`src/rtl/bram_port_arbiter.sv`:
```
// Single-port BRAM arbiter: video scanout reads take strict priority, and the
// writer and host reader share the remaining slots round-robin. Commands are
// registered one cycle after the grant, and reads return one cycle after that.
module bram_port_arbiter #(
  parameter int ADDR_W       = 18,
  parameter int DATA_W       = 16,
  parameter int STARVE_LIMIT = 255
) (
  input  logic              CLK,
  input  logic              RESET,
  input  logic              vid_req,
  input  logic [ADDR_W-1:0] vid_addr,
  output logic              vid_valid,
  output logic [DATA_W-1:0] vid_data,
  input  logic              wr_req,
  input  logic [ADDR_W-1:0] wr_addr,
  input  logic [DATA_W-1:0] wr_data,
  output logic              wr_ack,
  input  logic              rd_req,
  input  logic [ADDR_W-1:0] rd_addr,
  output logic              rd_ack,
  output logic              rd_valid,
  output logic [DATA_W-1:0] rd_data,
  output logic              BRAMEN,
  output logic              BRAMWE,
  output logic [ADDR_W-1:0] BRAMADDR,
  output logic [DATA_W-1:0] BRAMDIN,
  input  logic [DATA_W-1:0] BRAMDOUT,
  output logic              starve
);

  localparam int CNT_W = (STARVE_LIMIT < 1) ? 1 : $clog2(STARVE_LIMIT + 1);
  localparam logic [CNT_W-1:0] LIMIT_C = CNT_W'(STARVE_LIMIT);

  typedef enum logic [1:0] {GNT_NONE, GNT_VID, GNT_WR, GNT_RD} gnt_t;
  typedef enum logic [1:0] {TAG_NONE, TAG_VID, TAG_RD} tag_t;

  logic              r_bram_en;
  logic              r_bram_we;
  logic [ADDR_W-1:0] r_bram_addr;
  logic [DATA_W-1:0] r_bram_din;
  logic              r_wr_ack;
  logic              r_rd_ack;
  logic              r_rr_wr;      // 1: writer wins the next wr/rd tie
  tag_t              r_tag1;       // owner of the read currently at the BRAM
  tag_t              r_tag2;       // owner of the data currently on BRAMDOUT
  logic [DATA_W-1:0] r_vid_data;
  logic [DATA_W-1:0] r_rd_data;
  logic [CNT_W-1:0]  r_wr_cnt;
  logic [CNT_W-1:0]  r_rd_cnt;
  logic              r_starve;

  logic              w_wr_elig;
  logic              w_rd_elig;
  gnt_t              w_gnt;
  tag_t              w_tag_nxt;
  logic [CNT_W-1:0]  w_wr_cnt_nxt;
  logic [CNT_W-1:0]  w_rd_cnt_nxt;

  // Grant selection: video first, then round-robin between writer and reader.
  // A requester acked this cycle is still holding its old request, so it is masked.
  always_comb begin
    // NOTE: every combinational output gets a default first so no path infers a latch.
    w_gnt     = GNT_NONE;
    w_wr_elig = wr_req && !r_wr_ack;
    w_rd_elig = rd_req && !r_rd_ack;
    if (vid_req)                                w_gnt = GNT_VID;
    else if (w_wr_elig && (r_rr_wr || !w_rd_elig)) w_gnt = GNT_WR;
    else if (w_rd_elig)                         w_gnt = GNT_RD;
  end

  // Read-return tag for the command being issued, plus saturating wait counters.
  always_comb begin
    w_tag_nxt    = TAG_NONE;
    w_wr_cnt_nxt = r_wr_cnt;
    w_rd_cnt_nxt = r_rd_cnt;
    if (w_gnt == GNT_VID)     w_tag_nxt = TAG_VID;
    else if (w_gnt == GNT_RD) w_tag_nxt = TAG_RD;

    if (!wr_req || w_gnt == GNT_WR)        w_wr_cnt_nxt = '0;
    else if (w_wr_elig && r_wr_cnt != LIMIT_C) w_wr_cnt_nxt = r_wr_cnt + CNT_W'(1);

    if (!rd_req || w_gnt == GNT_RD)        w_rd_cnt_nxt = '0;
    else if (w_rd_elig && r_rd_cnt != LIMIT_C) w_rd_cnt_nxt = r_rd_cnt + CNT_W'(1);
  end

  // Registered BRAM command, acks and round-robin pointer.
  always_ff @(posedge CLK or posedge RESET) begin
    if (RESET) begin
      r_bram_en   <= 1'b0;
      r_bram_we   <= 1'b0;
      r_bram_addr <= '0;
      r_bram_din  <= '0;
      r_wr_ack    <= 1'b0;
      r_rd_ack    <= 1'b0;
      r_rr_wr     <= 1'b1;
    end else begin
      // NOTE: non-blocking assignments keep every register reading pre-edge values.
      r_bram_en <= (w_gnt != GNT_NONE);
      r_bram_we <= (w_gnt == GNT_WR);
      r_wr_ack  <= (w_gnt == GNT_WR);
      r_rd_ack  <= (w_gnt == GNT_RD);
      // Address and write data hold their previous values on idle cycles.
      case (w_gnt)
        GNT_VID: r_bram_addr <= vid_addr;
        GNT_WR: begin
          r_bram_addr <= wr_addr;
          r_bram_din  <= wr_data;
          r_rr_wr     <= 1'b0;
        end
        GNT_RD: begin
          r_bram_addr <= rd_addr;
          r_rr_wr     <= 1'b1;
        end
        default: ;
      endcase
    end
  end

  // Two-stage owner pipeline and held read data for each read port.
  always_ff @(posedge CLK or posedge RESET) begin
    if (RESET) begin
      r_tag1     <= TAG_NONE;
      r_tag2     <= TAG_NONE;
      r_vid_data <= '0;
      r_rd_data  <= '0;
    end else begin
      r_tag1 <= w_tag_nxt;
      r_tag2 <= r_tag1;
      if (r_tag2 == TAG_VID) r_vid_data <= BRAMDOUT;
      if (r_tag2 == TAG_RD)  r_rd_data  <= BRAMDOUT;
    end
  end

  // Wait counters and the registered starvation flag.
  always_ff @(posedge CLK or posedge RESET) begin
    if (RESET) begin
      r_wr_cnt <= '0;
      r_rd_cnt <= '0;
      r_starve <= 1'b0;
    end else begin
      r_wr_cnt <= w_wr_cnt_nxt;
      r_rd_cnt <= w_rd_cnt_nxt;
      r_starve <= (r_wr_cnt == LIMIT_C) || (r_rd_cnt == LIMIT_C);
    end
  end

  // BRAMDOUT is presented directly in the return cycle; otherwise the last value holds.
  assign vid_valid = (r_tag2 == TAG_VID);
  assign rd_valid  = (r_tag2 == TAG_RD);
  assign vid_data  = vid_valid ? BRAMDOUT : r_vid_data;
  assign rd_data   = rd_valid  ? BRAMDOUT : r_rd_data;
  assign BRAMEN    = r_bram_en;
  assign BRAMWE    = r_bram_we;
  assign BRAMADDR  = r_bram_addr;
  assign BRAMDIN   = r_bram_din;
  assign wr_ack    = r_wr_ack;
  assign rd_ack    = r_rd_ack;
  assign starve    = r_starve;

endmodule
```
`config.mk`:
```
export PLATFORM = sky130hd
export DESIGN_NAME = bram_port_arbiter
export DESIGN_NICKNAME = d
export VERILOG_FILES = /design/src/rtl/bram_port_arbiter.sv
export SDC_FILE = /design/constraint.sdc
export NUM_CORES = 1
export LEC_CHECK = 0
export ABC_AREA = 1
export ABC_CLOCK_PERIOD_IN_PS = 2700
export CORE_MARGIN = 2
export CORE_UTILIZATION = 40
export DETAILED_ROUTE_END_ITERATION = 16
export PLACE_DENSITY = 0.82
export RECOVER_POWER = 25
export REMOVE_ABC_BUFFERS = 1
export SYNTH_ARGS = -nofsm -noshare
export SYNTH_HDL_FRONTEND = slang
export SYNTH_SLANG_ARGS = --single-unit
```
`constraint.sdc`:
```
create_clock -name CLK -period 2.7 [get_ports CLK]
set_input_delay 0.405 -clock CLK [delete_from_list [all_inputs] [get_ports CLK]]
set_output_delay 0.405 -clock CLK [all_outputs]
set_load 0.02 [all_outputs]
```
==> results.toml <==
[layout]
fin_util_pct = 59.8
final_area_um2 = 6480
final_cells = 870
n_antenna_cell = 0
fin_nets = 818
multi_input_area_um2 = 1720
nFillCells = 908
syn_to_final_growth_pct = 45.7
drive_gt1_share_pct = 9.32
register_area_um2 = 2250

[floorplanning]
rows = 38
initial_core_util_pct = 41.0
core_area_um2 = 10800
die_w_um = 109
die_area_um2 = 12000
die-height_um = 109
ios = 164

[sta]
report.final.slew_viol_count = 38
hold_viol = 0
whs_ns = 0.364
skew_ns = 0.0156
period_share_pct = 91.2
worst_slew_pin_slew_ns = 1.73
layout_min_cycle_time_ns = 2.46
setup_viol = 0
grt_setup_unrepaired = "no"
timing.slew.headroom_pct = -16.2
fmax_mhz = 406

[pwr]
p_leak_nw = 3.35
p_total_mw = 3.90
power.density_nw_per_um2 = 602
irDropWorstVdd_mv = 0.389

[run_status]
run_status = "finished with violations"
violations = "capacitance limit, slew limit"

[global_route]
grt_usage_pct = 19.4
grt_pass1_wl_um = 18300
grt_max_degree = 39
grt-ovfl-total = 0
antenna_found_initial = 0
first_global_vias = 4119

[critical_path]
worstPathRequired_ns = 2.30
cp-end-kind = "output pin"
crit_type = "flop to output pin"
worst-path-max-fanout = 33
start_kind = "flop"
critical_path_arrival_ns = 2.06

[cts]
cts-root-buf = "clkbuf_8"
cts_buffer_depth = 2
cts.sinks = 90
path_clk_slew_ns = 0.08
insertion_delay_ns = 0.36
cts_tree = "done"
cts_buffers = 9
cts.htree.levels = 3

[drt]
final_antenna_net_count = 0
wl_per_cell_um = 13.5
dr.pass1.iters = 5
drt_iter0_markers = 274
wl_um = 11800
vias_per_cell = 4.85
drc = 0
via_count = 4219

[hold_path]
hold_class = "flop to flop"

[synth]
syn_inst = 564
synth_area_um2 = 4450
ys_ff_latch = 90
syn_area_per_cell_um2 = 7.88
ys_seq_area_share_pct = 50.7
yosys_warnings = 0
ys_types = 30

[placed_design]
place_area_um2 = 6180
portBuffers = 163
dp.cells = 851
gp_congestion = 0.862
dp_hpwl_um = 8620

[run]
drv_cap = 1
synth_stat cells:
| library cell | number | area, um^2 |
|---|---|---|
| nand2_1 | 174 | 653 |
| nand2_4 | 2 | 22.5 |
| nand3_1 | 54 | 270 |
| inv_1 | 78 | 293 |
| nor2_1 | 30 | 113 |
| a21boi_4 | 1 | 18.8 |
| o21ai_0 | 33 | 165 |
| buf_12 | 1 | 20.0 |
| inv_6 | 1 | 8.76 |
| nor2_2 | 2 | 12.5 |
| nor3_1 | 2 | 10.0 |
| nand4_1 | 26 | 163 |
| o21bai_1 | 1 | 7.51 |
| or2_2 | 10 | 62.6 |
| a21oi_1 | 4 | 20.0 |
| buf_2 | 10 | 50.1 |
| ha_1 | 2 | 25.0 |
| nand3_4 | 2 | 35.0 |
| dfrtp_1 | 89 | 2230 |
| or2_0 | 1 | 6.26 |
| buf_4 | 4 | 30.0 |
| buf_6 | 1 | 11.3 |
| nand2_2 | 14 | 87.6 |
| clkinv_1 | 1 | 3.75 |
| dfstp_2 | 1 | 26.3 |
| inv_2 | 3 | 11.3 |
| clkbuf_1 | 8 | 30.0 |
| or2_1 | 7 | 43.8 |
| buf_8 | 1 | 15.0 |
| clkinv_2 | 1 | 5.00 |
area by class of cell:
type	count	area share, %
Tap cell	140	2.70
Timing Repair Buffer	174	27.2
Clock buffer	10	2.12
Sequential cell	90	34.8
Clock inverter	6	1.47
Multi-Input combinational cell	365	26.6
Inverter	84	5.04
Timing Repair inverter	1	0.116
sequential cells by signal (all words and copies together) (netlist names):
| name | flops |
|---|---|
| BRAMDIN | 16 |
| r_wr_cnt | 8 |
| r_tag1 | 1 |
| BRAMADDR | 18 |
| r_vid_data | 16 |
| wr_ack | 1 |
| r_tag2 | 2 |
| r_rd_cnt | 8 |
| r_rd_data | 16 |
| starve | 1 |
| BRAMEN | 1 |
| rd_ack | 1 |
| r_rr_wr | 1 |
path summary, 6_finish.rpt:
path	start	end	slack (ns)	depth (start not counted)
worst min-delay path	r_tag1[0]$_DFF_PP0_	r_tag2[0]$_DFF_PP0_	0.36	0
worst min register to register	r_tag1[0]$_DFF_PP0_	r_tag2[0]$_DFF_PP0_	0.36	0
worst max-delay path	r_tag2[0]$_DFF_PP0_	rd_data[5]	0.24	5
min in group asynchronous	RESET	r_rd_data[0]$_DFF_PP0_	0.93	2
max in group asynchronous	RESET	r_rd_data[13]$_DFF_PP0_	0.89	3
worst max register to register	r_rr_wr$_DFFE_PP1N_	r_wr_cnt[6]$_DFFE_PP0P_	0.89	7
layer usage:
layer	routed length (um)	GRT usage [%]
met1	4830	22.6
met2	5790	34.0
met3	1020	6.11
met4	112	6.15
met5	0	0
kinds of logic (layout without fill, tap and decap cells):
group	Yosys count	in the layout	share of synthesized area, %
AND/OR/NAND/NOR	324	324	33.3
buffers and inverters	109	275	10.7
flip-flops	90	90	50.7
AO/OA/AOI/OAI	39	39	4.76
adder cells (fa/ha/maj)	2	2	0.563
metrics by stage:
stage                     worst slack [ns]  TNS [ns]
after floorplan                    -0.0386     -3.44
after global placement               0.432         0
after detailed placement             0.354         0
after CTS                           0.0519         0
after global routing                0.0789         0
final                                0.237         0
report_power, final:
part / total [mW] / switching (mW) / internal, mW / leakage, nW
Clock: 1.05 / 0.496 / 0.557 / 0.117
Sequential: 1.63 / 0.0860 / 1.54 / 1.12
Combinational: 1.22 / 0.652 / 0.566 / 2.11
Total: 3.90 / 1.23 / 2.67 / 3.35
critical path: stages, from the launching register on:
cell and delay [ns]:
dfrtp_1 0.37, inv_1 0.08, nand2_1 0.06, buf_4 0.22
o21ai_0 0.30, clkdlybuf4s50_1 0.68
cell usage in the layout (no fill, tap or decap), types with 3 or more instances in the layout:
cell             instances
buf_4                    9
inv_1                   76
nor2_2                   4
clkdlybuf4s50_1        146
inv_2                    3
clkbuf_8                10
nand3_1                 54
dlymetal6s2s_1          16
inv_6                    3
nand2_2                 14
a21oi_1                  4
nand4_1                 26
o21ai_0                 33
dfrtp_1                 89
nor2_1                  28
or2_2                   10
nand2_1                174
or2_1                    7
timing repair:
action,4_1_cts,5_1_grt
gates cloned,1,0
endpoints found under the setup margin,16,16
resized for setup,3,16
hold buffers,0,0
buffers inserted,2,0
Power figures use the tool's default switching activity.
